$ cat config.mk
export PLATFORM = sky130hd
export DESIGN_NAME = pipeline_hazard_ctrl_flat
export DESIGN_NICKNAME = d
export VERILOG_FILES = /design/src/rtl/pipeline_hazard_ctrl_if.sv /design/src/rtl/pipeline_hazard_ctrl.sv /design/src/flat_wrapper.sv
export SDC_FILE = /design/constraint.sdc
export NUM_CORES = 1
export LEC_CHECK = 0
export ABC_AREA = 1
export CAP_MARGIN = 20
export CORE_ASPECT_RATIO = 1.4
export CORE_MARGIN = 4
export CORE_UTILIZATION = 29
export DETAILED_ROUTE_END_ITERATION = 16
export PLACE_DENSITY = 0.77
export SYNTH_ARGS = -nofsm -noshare
export SYNTH_HDL_FRONTEND = slang
export SYNTH_SLANG_ARGS = --single-unit
$ cat constraint.sdc
create_clock -name clock -period 2.5 [get_ports clock]
set_input_delay 0.75 -clock clock [delete_from_list [all_inputs] [get_ports clock]]
set_output_delay 0.75 -clock clock [all_outputs]
set_load 0.01 [all_outputs]
$ cat src/rtl/pipeline_hazard_ctrl_if.sv
// pipeline_hazard_ctrl_if
//   Bundles the decode/handshake signals exchanged between the pipeline
//   datapath and the hazard controller.
//   master : pipeline side (drives instructions, branch and mult/div status,
//            receives stall/flush/start controls)
//   slave  : hazard controller side
interface pipeline_hazard_ctrl_if;
  logic [31:0] fd_instruction;
  logic [31:0] de_instruction;
  logic        branch_taken;
  logic        multdiv_result_ready;
  logic        multdiv_exception;

  logic        ctrl_mult;
  logic        ctrl_div;
  logic        stall_pc;
  logic        stall_fd;
  logic        stall_de;
  logic        nop_de;
  logic        nop_fd;
  logic        nop_em;
  logic        md_result_valid;
  logic        md_error;

  modport master (
    output fd_instruction, de_instruction, branch_taken,
           multdiv_result_ready, multdiv_exception,
    input  ctrl_mult, ctrl_div, stall_pc, stall_fd, stall_de,
           nop_de, nop_fd, nop_em, md_result_valid, md_error
  );

  modport slave (
    input  fd_instruction, de_instruction, branch_taken,
           multdiv_result_ready, multdiv_exception,
    output ctrl_mult, ctrl_div, stall_pc, stall_fd, stall_de,
           nop_de, nop_fd, nop_em, md_result_valid, md_error
  );
endinterface

$ cat src/rtl/pipeline_hazard_ctrl.sv
// pipeline_hazard_ctrl
//   Stall/flush/sequencing controller for the 5-stage pipeline. Decodes the
//   F/D and D/X instructions, launches and supervises the multi-cycle
//   mult/div unit, inserts load-use bubbles and flushes wrong-path
//   instructions on a taken branch.
//   Ports:
//     clock  : pipeline clock, rising edge
//     reset  : asynchronous, active-high
//     bus    : pipeline_hazard_ctrl_if.slave (instructions, branch, mult/div
//              status in; start pulses, latch stalls and nop injects out)
//   Parameter:
//     MD_TIMEOUT : max BUSY cycles waiting for result_ready (2..255)
//
//   state | meaning
//   IDLE  | no mult/div in flight; a mul/div in X is launched this cycle
//   BUSY  | waiting for result_ready or timeout; pipeline frozen
//   DONE  | X/M captures the result; D/X advances
module pipeline_hazard_ctrl #(
  parameter int unsigned MD_TIMEOUT = 64
) (
  input logic             clock,
  input logic             reset,
  pipeline_hazard_ctrl_if.slave bus
);

  typedef enum logic [1:0] {
    IDLE = 2'd0,
    BUSY = 2'd1,
    DONE = 2'd2
  } md_state_t;

  localparam logic [4:0] OP_RTYPE = 5'b00000;
  localparam logic [4:0] OP_BNE   = 5'b00010;
  localparam logic [4:0] OP_BLT   = 5'b00110;
  localparam logic [4:0] OP_SW    = 5'b00111;
  localparam logic [4:0] OP_LW    = 5'b01000;
  localparam logic [4:0] ALU_MUL  = 5'b00110;
  localparam logic [4:0] ALU_DIV  = 5'b00111;

  localparam logic [7:0] CNT_LAST = 8'(MD_TIMEOUT - 1);

  md_state_t  state;
  logic [7:0] cnt;
  logic       err;

  // F/D decode
  logic [4:0] fd_op, fd_rd, fd_rs, fd_rt;
  logic [4:0] fd_s2;
  logic       fd_s2_valid;

  // D/X decode
  logic [4:0] de_op, de_rd, de_alu;
  logic       de_lw, de_mul, de_div;

  logic       load_use;
  logic       md_start;
  logic       stall_set;

  assign fd_op = bus.fd_instruction[31:27];
  assign fd_rd = bus.fd_instruction[26:22];
  assign fd_rs = bus.fd_instruction[21:17];
  assign fd_rt = bus.fd_instruction[16:12];

  assign de_op  = bus.de_instruction[31:27];
  assign de_rd  = bus.de_instruction[26:22];
  assign de_alu = bus.de_instruction[6:2];

  assign de_lw  = (de_op == OP_LW);
  assign de_mul = (de_op == OP_RTYPE) && (de_alu == ALU_MUL);
  assign de_div = (de_op == OP_RTYPE) && (de_alu == ALU_DIV);

  // Second source: rt for R-type; stores and compares read rd as a source.
  always_comb begin
    fd_s2       = 5'd0;
    fd_s2_valid = 1'b0;
    if (fd_op == OP_RTYPE) begin
      fd_s2       = fd_rt;
      fd_s2_valid = 1'b1;
    end else if ((fd_op == OP_SW) || (fd_op == OP_BNE) || (fd_op == OP_BLT)) begin
      fd_s2       = fd_rd;
      fd_s2_valid = 1'b1;
    end
  end

  // de_rd != 0 keeps r0 from ever matching either source.
  assign load_use = de_lw && (de_rd != 5'd0) &&
                    ((de_rd == fd_rs) || (fd_s2_valid && (de_rd == fd_s2)));

  // No launch while reset is held, so the mul/div restarts cleanly after release.
  assign md_start  = (state == IDLE) && (de_mul || de_div) && !reset;
  assign stall_set = md_start || (state == BUSY);

  always_ff @(posedge clock or posedge reset) begin
    if (reset) begin
      state <= IDLE;
      cnt   <= 8'd0;
      err   <= 1'b0;
    end else begin
      case (state)
        IDLE: begin
          if (de_mul || de_div) begin
            state <= BUSY;
            cnt   <= 8'd0;
          end
        end
        BUSY: begin
          if (bus.multdiv_result_ready) begin
            state <= DONE;
            err   <= bus.multdiv_exception;
          end else if (cnt == CNT_LAST) begin
            state <= DONE;
            err   <= 1'b1;
          end
          cnt <= cnt + 8'd1;
        end
        DONE: begin
          state <= IDLE;
        end
        default: begin
          state <= IDLE;
        end
      endcase
    end
  end

  always_comb begin
    bus.ctrl_mult       = md_start && de_mul;
    bus.ctrl_div        = md_start && de_div;
    bus.stall_pc        = 1'b0;
    bus.stall_fd        = 1'b0;
    bus.stall_de        = 1'b0;
    bus.nop_de          = 1'b0;
    bus.nop_fd          = 1'b0;
    bus.nop_em          = 1'b0;
    bus.md_result_valid = (state == DONE);
    bus.md_error        = (state == DONE) && err;

    if (stall_set) begin
      // Freeze everything up to X and bubble X/M until the result arrives.
      bus.stall_pc = 1'b1;
      bus.stall_fd = 1'b1;
      bus.stall_de = 1'b1;
      bus.nop_em   = 1'b1;
    end else if (bus.branch_taken) begin
      bus.nop_fd = 1'b1;
      bus.nop_de = 1'b1;
    end else if (load_use) begin
      bus.stall_pc = 1'b1;
      bus.stall_fd = 1'b1;
      bus.nop_de   = 1'b1;
    end
  end

  logic unused_bits;
  assign unused_bits = ^{bus.fd_instruction[11:0],
                         bus.de_instruction[21:7], bus.de_instruction[1:0]};

endmodule

$ cat src/flat_wrapper.sv
// flat-port wrapper written by rule: the top's interface ports become plain ports
module pipeline_hazard_ctrl_flat 
#(
  parameter int unsigned MD_TIMEOUT = 64
)
  (clock, reset, bus_fd_instruction, bus_de_instruction, bus_branch_taken, bus_multdiv_result_ready, bus_multdiv_exception, bus_ctrl_mult, bus_ctrl_div, bus_stall_pc, bus_stall_fd, bus_stall_de, bus_nop_de, bus_nop_fd, bus_nop_em, bus_md_result_valid, bus_md_error);
  pipeline_hazard_ctrl_if bus_i ();
  input logic clock;
  input logic reset;
  input wire logic [$bits(bus_i.fd_instruction)-1:0] bus_fd_instruction;
  input wire logic [$bits(bus_i.de_instruction)-1:0] bus_de_instruction;
  input wire logic [$bits(bus_i.branch_taken)-1:0] bus_branch_taken;
  input wire logic [$bits(bus_i.multdiv_result_ready)-1:0] bus_multdiv_result_ready;
  input wire logic [$bits(bus_i.multdiv_exception)-1:0] bus_multdiv_exception;
  output wire logic [$bits(bus_i.ctrl_mult)-1:0] bus_ctrl_mult;
  output wire logic [$bits(bus_i.ctrl_div)-1:0] bus_ctrl_div;
  output wire logic [$bits(bus_i.stall_pc)-1:0] bus_stall_pc;
  output wire logic [$bits(bus_i.stall_fd)-1:0] bus_stall_fd;
  output wire logic [$bits(bus_i.stall_de)-1:0] bus_stall_de;
  output wire logic [$bits(bus_i.nop_de)-1:0] bus_nop_de;
  output wire logic [$bits(bus_i.nop_fd)-1:0] bus_nop_fd;
  output wire logic [$bits(bus_i.nop_em)-1:0] bus_nop_em;
  output wire logic [$bits(bus_i.md_result_valid)-1:0] bus_md_result_valid;
  output wire logic [$bits(bus_i.md_error)-1:0] bus_md_error;
  assign bus_i.fd_instruction = bus_fd_instruction;
  assign bus_i.de_instruction = bus_de_instruction;
  assign bus_i.branch_taken = bus_branch_taken;
  assign bus_i.multdiv_result_ready = bus_multdiv_result_ready;
  assign bus_i.multdiv_exception = bus_multdiv_exception;
  assign bus_ctrl_mult = bus_i.ctrl_mult;
  assign bus_ctrl_div = bus_i.ctrl_div;
  assign bus_stall_pc = bus_i.stall_pc;
  assign bus_stall_fd = bus_i.stall_fd;
  assign bus_stall_de = bus_i.stall_de;
  assign bus_nop_de = bus_i.nop_de;
  assign bus_nop_fd = bus_i.nop_fd;
  assign bus_nop_em = bus_i.nop_em;
  assign bus_md_result_valid = bus_i.md_result_valid;
  assign bus_md_error = bus_i.md_error;
  pipeline_hazard_ctrl #(.MD_TIMEOUT(MD_TIMEOUT)) u_core (.clock(clock), .reset(reset), .bus(bus_i));
endmodule
# Word-level counts from Yosys, hierarchy flattened
# Index checks and enable logic that the tools add are counted.
# word_totals
reg_bits,11
latchBits,0
ram_bits,0
mem_bits_ro,0
in_bits,69
output_inout_bits,10
elab_cells,62
memories,0
# op_classes
n_addsub,1
multipliers,0
div,0
magnitude_cmp,0
eq_ne,13
n_shift,0
n_mux,20
bitwise_logic,0
n_reduce_logical,25
# op_table
cell,n
$eq A5 B3 Y1 const B,4
$pmux W8 S2,1
$mux W1,12
$eq A5 B5 Y1,2
$logic_and A1 B1 Y1,10
$logic_not A5 Y1,2
$mux W5,2
$add A8 B1 Y8 const B,1
$eq A8 B6 Y1 const B,1
$mux W8,1
$mux W2,3
$reduce_and A2 Y1,3
$eq A5 B2 Y1 const B,1
$eq A5 B4 Y1 const B,1
$logic_or A1 B1 Y1,5
$reduce_bool A5 Y1,1
$pmux W2 S2,1
$reduce_bool A2 Y1,2
$ne A3 B3 Y1 const B,1
$eq A2 B1 Y1 const B,1
$eq A2 B2 Y1 const B,1
$logic_not A2 Y1,1
$ne A2 B2 Y1 const B,1
$logic_not A1 Y1,1

# Depth between registers and ports, before layout
# depth
depth_word,12
mapped_depth,12
depth_no_buf,11

# Worst setup path before layout
# No wires, ideal clock.
# synth_path
path_type,input port to output port
startpoint,in bus_fd_instruction[30]
endpoint,out bus_stall_pc
arrival_time_ns,1.780
required_time_ns,1.750
slack_ns,-0.030
stages,11
n_path_buf,2
cell_sequence,nor2_2 buf_6 nand4_1 nand3_1 nand2_1 nor2_1 nand3_1 nand2_1 nand3_1 nand2_1 buf_4
# synth_via
elab_chain_len,12
elab_cells_between_ends,17
classes_between,eq/ne (4); mux (7); reduce/logical (6)
# synth_lines
element,line,source
"start, declared",flat_wrapper.sv:10,input wire logic [$bits(bus_i.fd_instruction)-1:0] bus_fd_instruction;
$eq A5 B3 Y1 / $eq A5 B2 Y1 (equally long branches),pipeline_hazard_ctrl.sv:79,end else if ((fd_op == OP_SW) || (fd_op == OP_BNE) || (fd_op == OP_BLT)) begin
$logic_or A1 B1 Y1 (2 in a row),pipeline_hazard_ctrl.sv:79,
$mux W5,pipeline_hazard_ctrl.sv:79,
$mux W5,pipeline_hazard_ctrl.sv:76,if (fd_op == OP_RTYPE) begin
$eq A5 B5 Y1,pipeline_hazard_ctrl.sv:87,((de_rd == fd_rs) || (fd_s2_valid && (de_rd == fd_s2)));
$logic_and A1 B1 Y1 (*),pipeline_hazard_ctrl.sv:87,
$logic_or A1 B1 Y1 (*),pipeline_hazard_ctrl.sv:87,
$logic_and A1 B1 Y1 (*),pipeline_hazard_ctrl.sv:86,assign load_use = de_lw && (de_rd != 5'd0) &&
$mux W1 (*) (3 in a row),n/a,
"end, declared",flat_wrapper.sv:17,output wire logic [$bits(bus_i.stall_pc)-1:0] bus_stall_pc;
# Every way passes the cells marked *; elsewhere a longest branch is shown, timed or not.

# Final worst setup path
# layout_path
startpoint,in bus_fd_instruction[31]
endpoint,out bus_stall_pc
# layout_via
elab_chain_len,12
elab_cells_between_ends,17
classes_between,eq/ne (4); mux (7); reduce/logical (6)
# layout_lines
element,line,source
$eq A5 B3 Y1 / $eq A5 B2 Y1 (equally long branches),pipeline_hazard_ctrl.sv:79,
$logic_or A1 B1 Y1 (2 in a row),pipeline_hazard_ctrl.sv:79,
$mux W5,pipeline_hazard_ctrl.sv:79,
$mux W5,pipeline_hazard_ctrl.sv:76,
$eq A5 B5 Y1,pipeline_hazard_ctrl.sv:87,
$logic_and A1 B1 Y1 (*),pipeline_hazard_ctrl.sv:87,
$logic_or A1 B1 Y1 (*),pipeline_hazard_ctrl.sv:87,
$logic_and A1 B1 Y1 (*),pipeline_hazard_ctrl.sv:86,
$mux W1 (*),pipeline_hazard_ctrl.sv:147,end else if (load_use) begin
$mux W1 (*),pipeline_hazard_ctrl.sv:144,end else if (bus.branch_taken) begin
$mux W1 (*),pipeline_hazard_ctrl.sv:138,if (stall_set) begin
# Marks and branches as above.

==> impl_metrics.env <==
export IMPL_status="finished with violations"
export IMPL_violations="negative setup slack"
export IMPL_r2r_setup_slack_ps=1040
export IMPL_clk_latency_ps=230
export IMPL_fin_crit_ps=2660
export IMPL_cts_buffer_depth=2
export IMPL_register_area_um2=275
export IMPL_ys_top_cells_by_area="dfrtp_1, nand2_1, nand3_1, inv_1, nand4_1"
export IMPL_power_leakage_uw=0.000836
export IMPL_worst_r2r_path_depth=5
export IMPL_dpl_cell_area_mm2=0.00155
export IMPL_syn_num_nets=210
export IMPL_core_mm2=0.00309
export IMPL_reg2reg_to="u_core.err"
export IMPL_vias=1203
export IMPL_syn_inst=140
export IMPL_nFillCells=324
export IMPL_grt_pass1_wl_um=5350
export IMPL_rsz0062_at_grt="yes"
export IMPL_drcViolationCount=0
export IMPL_cp_start_kind="input pin"
export IMPL_wl_per_cell_um=12.9
export IMPL_setup_viol=3
export IMPL_dieArea_mm2=0.00418
export IMPL_cp_slowest_stage_delay_ps=170
export IMPL_cts_root_buffer="clkbuf_8"
export IMPL_p_per_area_mw_per_mm2=395
export IMPL_worstPathArrival_ps=1910
export IMPL_hold_class="flop to flop"
export IMPL_cp_required_ps=1750
export IMPL_port_buffers=49
export IMPL_cp_depth=11
export IMPL_crit_type="input pin to output pin"
export IMPL_fmax_mhz=376
export IMPL_syn_to_final_growth_pct=70.9
export IMPL_nets=276
export IMPL_grt_pass1_vias=1207
export IMPL_reg2reg_from="u_core.cnt[0]"
export IMPL_cts_tree="yes"
export IMPL_finalCritPeriodShare_pct=106
export IMPL_rows=24
export IMPL_drtAntennaViolNets=0
export IMPL_yosysTopAreaCellShare_pct=29.6
export IMPL_grt_ovfl_total=0
export IMPL_ios=79
export IMPL_hold_viol=0
export IMPL_critPathSlowestCell="nor2_4"
export IMPL_wirelength_um=3140
export IMPL_cts_sinks=11
export IMPL_synth_top_area_cell="dfrtp_1"
export IMPL_syn_area_um2=928
export IMPL_slew_limit_headroom_pct=74.0
export IMPL_crit_path_max_fanout=6
export IMPL_viasPerCell=4.93
export IMPL_cts_htree_levels=1
export IMPL_worstSetupStartpoint="bus_fd_instruction[31]"
export IMPL_fp_dieW_um=55.8
export IMPL_clkTransAtPathRegs_ps=50
export IMPL_cp_num_buf_inv=2
export IMPL_numCtsBuffers=3
export IMPL_multi_input_area_um2=578
export IMPL_synth_flop_cell="dfrtp_1"
export IMPL_synth_edf_count=0
export IMPL_final_util_pct=51.3
export IMPL_endpoint_kind="output pin"
export IMPL_drt_pass1_iter_count=4
export IMPL_synth_warning_count=0
export IMPL_drv_cap=0
export IMPL_fin_ws_ps=-158
export IMPL_synth_distinct_cells=27
export IMPL_worstMarginPinSlew_ps=386
export IMPL_slew_viol_final=0
export IMPL_cp_top_family="simple AND/OR/NAND/NOR gates"
export IMPL_syn_avg_cell_area_um2=6.63
export IMPL_dieHeight_um=74.9
export IMPL_clock_skew_ps=0.271
export IMPL_async_reset_ff_share_pct=100
export IMPL_start_util_pct=30.0
export IMPL_track_usage_pct=15.9
export IMPL_p_total_uw=627
export IMPL_ys_ff_latch=11
export IMPL_drtIter0Drc=66
export IMPL_yosysSeqAreaShare_pct=29.6
export IMPL_crit_end="bus_stall_pc"
export IMPL_cpMostUsedCell="nand3_1"
export IMPL_ir_worst_vdd_mv=0.365
export IMPL_antenna_cells=0
export IMPL_place_congestion=0.850
export IMPL_drive_above_1_share_pct=26.3
export IMPL_final_area_mm2=0.00159
export IMPL_crit_chain="buf_8 > nor2_4 > nand4_1 > nand3_1 > nand2_1 > nor2_1 > nand3_1 > nand2_1 > nand3_1 > nand2_2 > buf_6"
export IMPL_hpwlAfterDp_um=2490
export IMPL_antenna_found_initial=0
export IMPL_grt_max_degree=12
[worst min-delay path by stage]
stage | depth (start not counted) | startpoint | end
2_1_floorplan | 1 | u_core.cnt[7] | u_core.cnt[7]
3_3_place_gp | 1 | u_core.cnt[7] | u_core.cnt[7]
3_5_place_dp | 1 | u_core.cnt[7] | u_core.cnt[7]
4_1_cts | 1 | u_core.cnt[7] | u_core.cnt[7]
5_1_grt | 1 | u_core.cnt[7] | u_core.cnt[7]
6_report | 1 | u_core.cnt[7] | u_core.cnt[7]
[Yosys cell counts (all sizes together) (2+ instances only)]
master,number
nor2,17
dfrtp,11
o21ai,5
o22ai,3
nand2,26
buf,3
nand3,18
xnor2,2
a21oi,4
nor3,4
xor2,2
inv,24
nand4,13
[registers in the layout (all words and copies together), names as in the netlist]
register / cells
u_core.state: 2
u_core.err: 1
u_core.cnt: 8
[placed cells by master, fill, tap and decap left out, types with 2 or more instances in the layout]
cell / n
o21ai_0: 3
nor2_1: 11
clkdlybuf4s50_1: 7
buf_2: 6
nor3_1: 3
buf_4: 14
dlygate4sd2_1: 23
inv_1: 16
a21oi_1: 4
nor2_4: 3
clkdlybuf4s15_1: 2
nand2_1: 23
xor2_1: 2
o21ai_1: 2
nor2_2: 4
dfrtp_1: 11
nand2_2: 3
xnor2_1: 2
nand4_1: 12
inv_2: 8
nand3_1: 18
clkbuf_8: 3
o22ai_1: 3
buf_6: 8
[worst register-to-register path, stage by stage (launching register included)]
cell and delay (ps):
dfrtp_1 390, ha_1 200, nand4_1 180, o41ai_1 350, nand2_1 130, a21oi_1 140
[routing by layer]
metal	wire, µm	global-route usage [%]	vias up
met4	31	4.49	0
met5	0	0	-
met3	225	4.12	2
met2	1620	30.0	54
met1	1270	17.8	540
li1	-	-	607
[what timing repair did]
action | in CTS | in global routing
gates resized for setup | 111 | 6
buffers inserted | 1 | 0
pin swaps | 38 | 5
setup endpoints to repair | 8 | 8
hold buffers | 0 | 0
cloned | 1 | 0
[area by class of cell]
class	count	share of cell area, %
multi-input cells	103	36.4
inverters	24	5.68
well taps	39	3.08
clock buffers	4	2.84
repair buffers	63	34.6
flip-flops and latches	11	17.4
[where the power goes]
part | switching, µW | leakage (µW) | internal (µW)
combinational | 115 | 0.000694 | 105
clock | 62.6 | 0.0000228 | 112
sequential | 25.0 | 0.000119 | 208
total | 203 | 0.000836 | 425
[metrics by stage]
stage          worst slack, ps  TNS [ps]  cells  hold slack [ps]
6_report                  -158      -449    244              484
5_1_grt                   -271      -820    244              521
4_1_cts                   -144      -457    244              486
3_5_place_dp             -1000     -6790    239              467
3_3_place_gp              -969     -6630    239              467
2_1_floorplan             25.8         0    140              446
[cells by family after synthesis]
group	Yosys count	share of synthesized area (%)
AND/OR/NAND/NOR	80	41.5
buffers and inverters	27	12.5
AO/OA/AOI/OAI	17	11.2
flip-flops	11	29.6
XOR/XNOR	4	3.77
adder cells (fa/ha/maj)	1	1.35
Power figures use the tool's default switching activity.
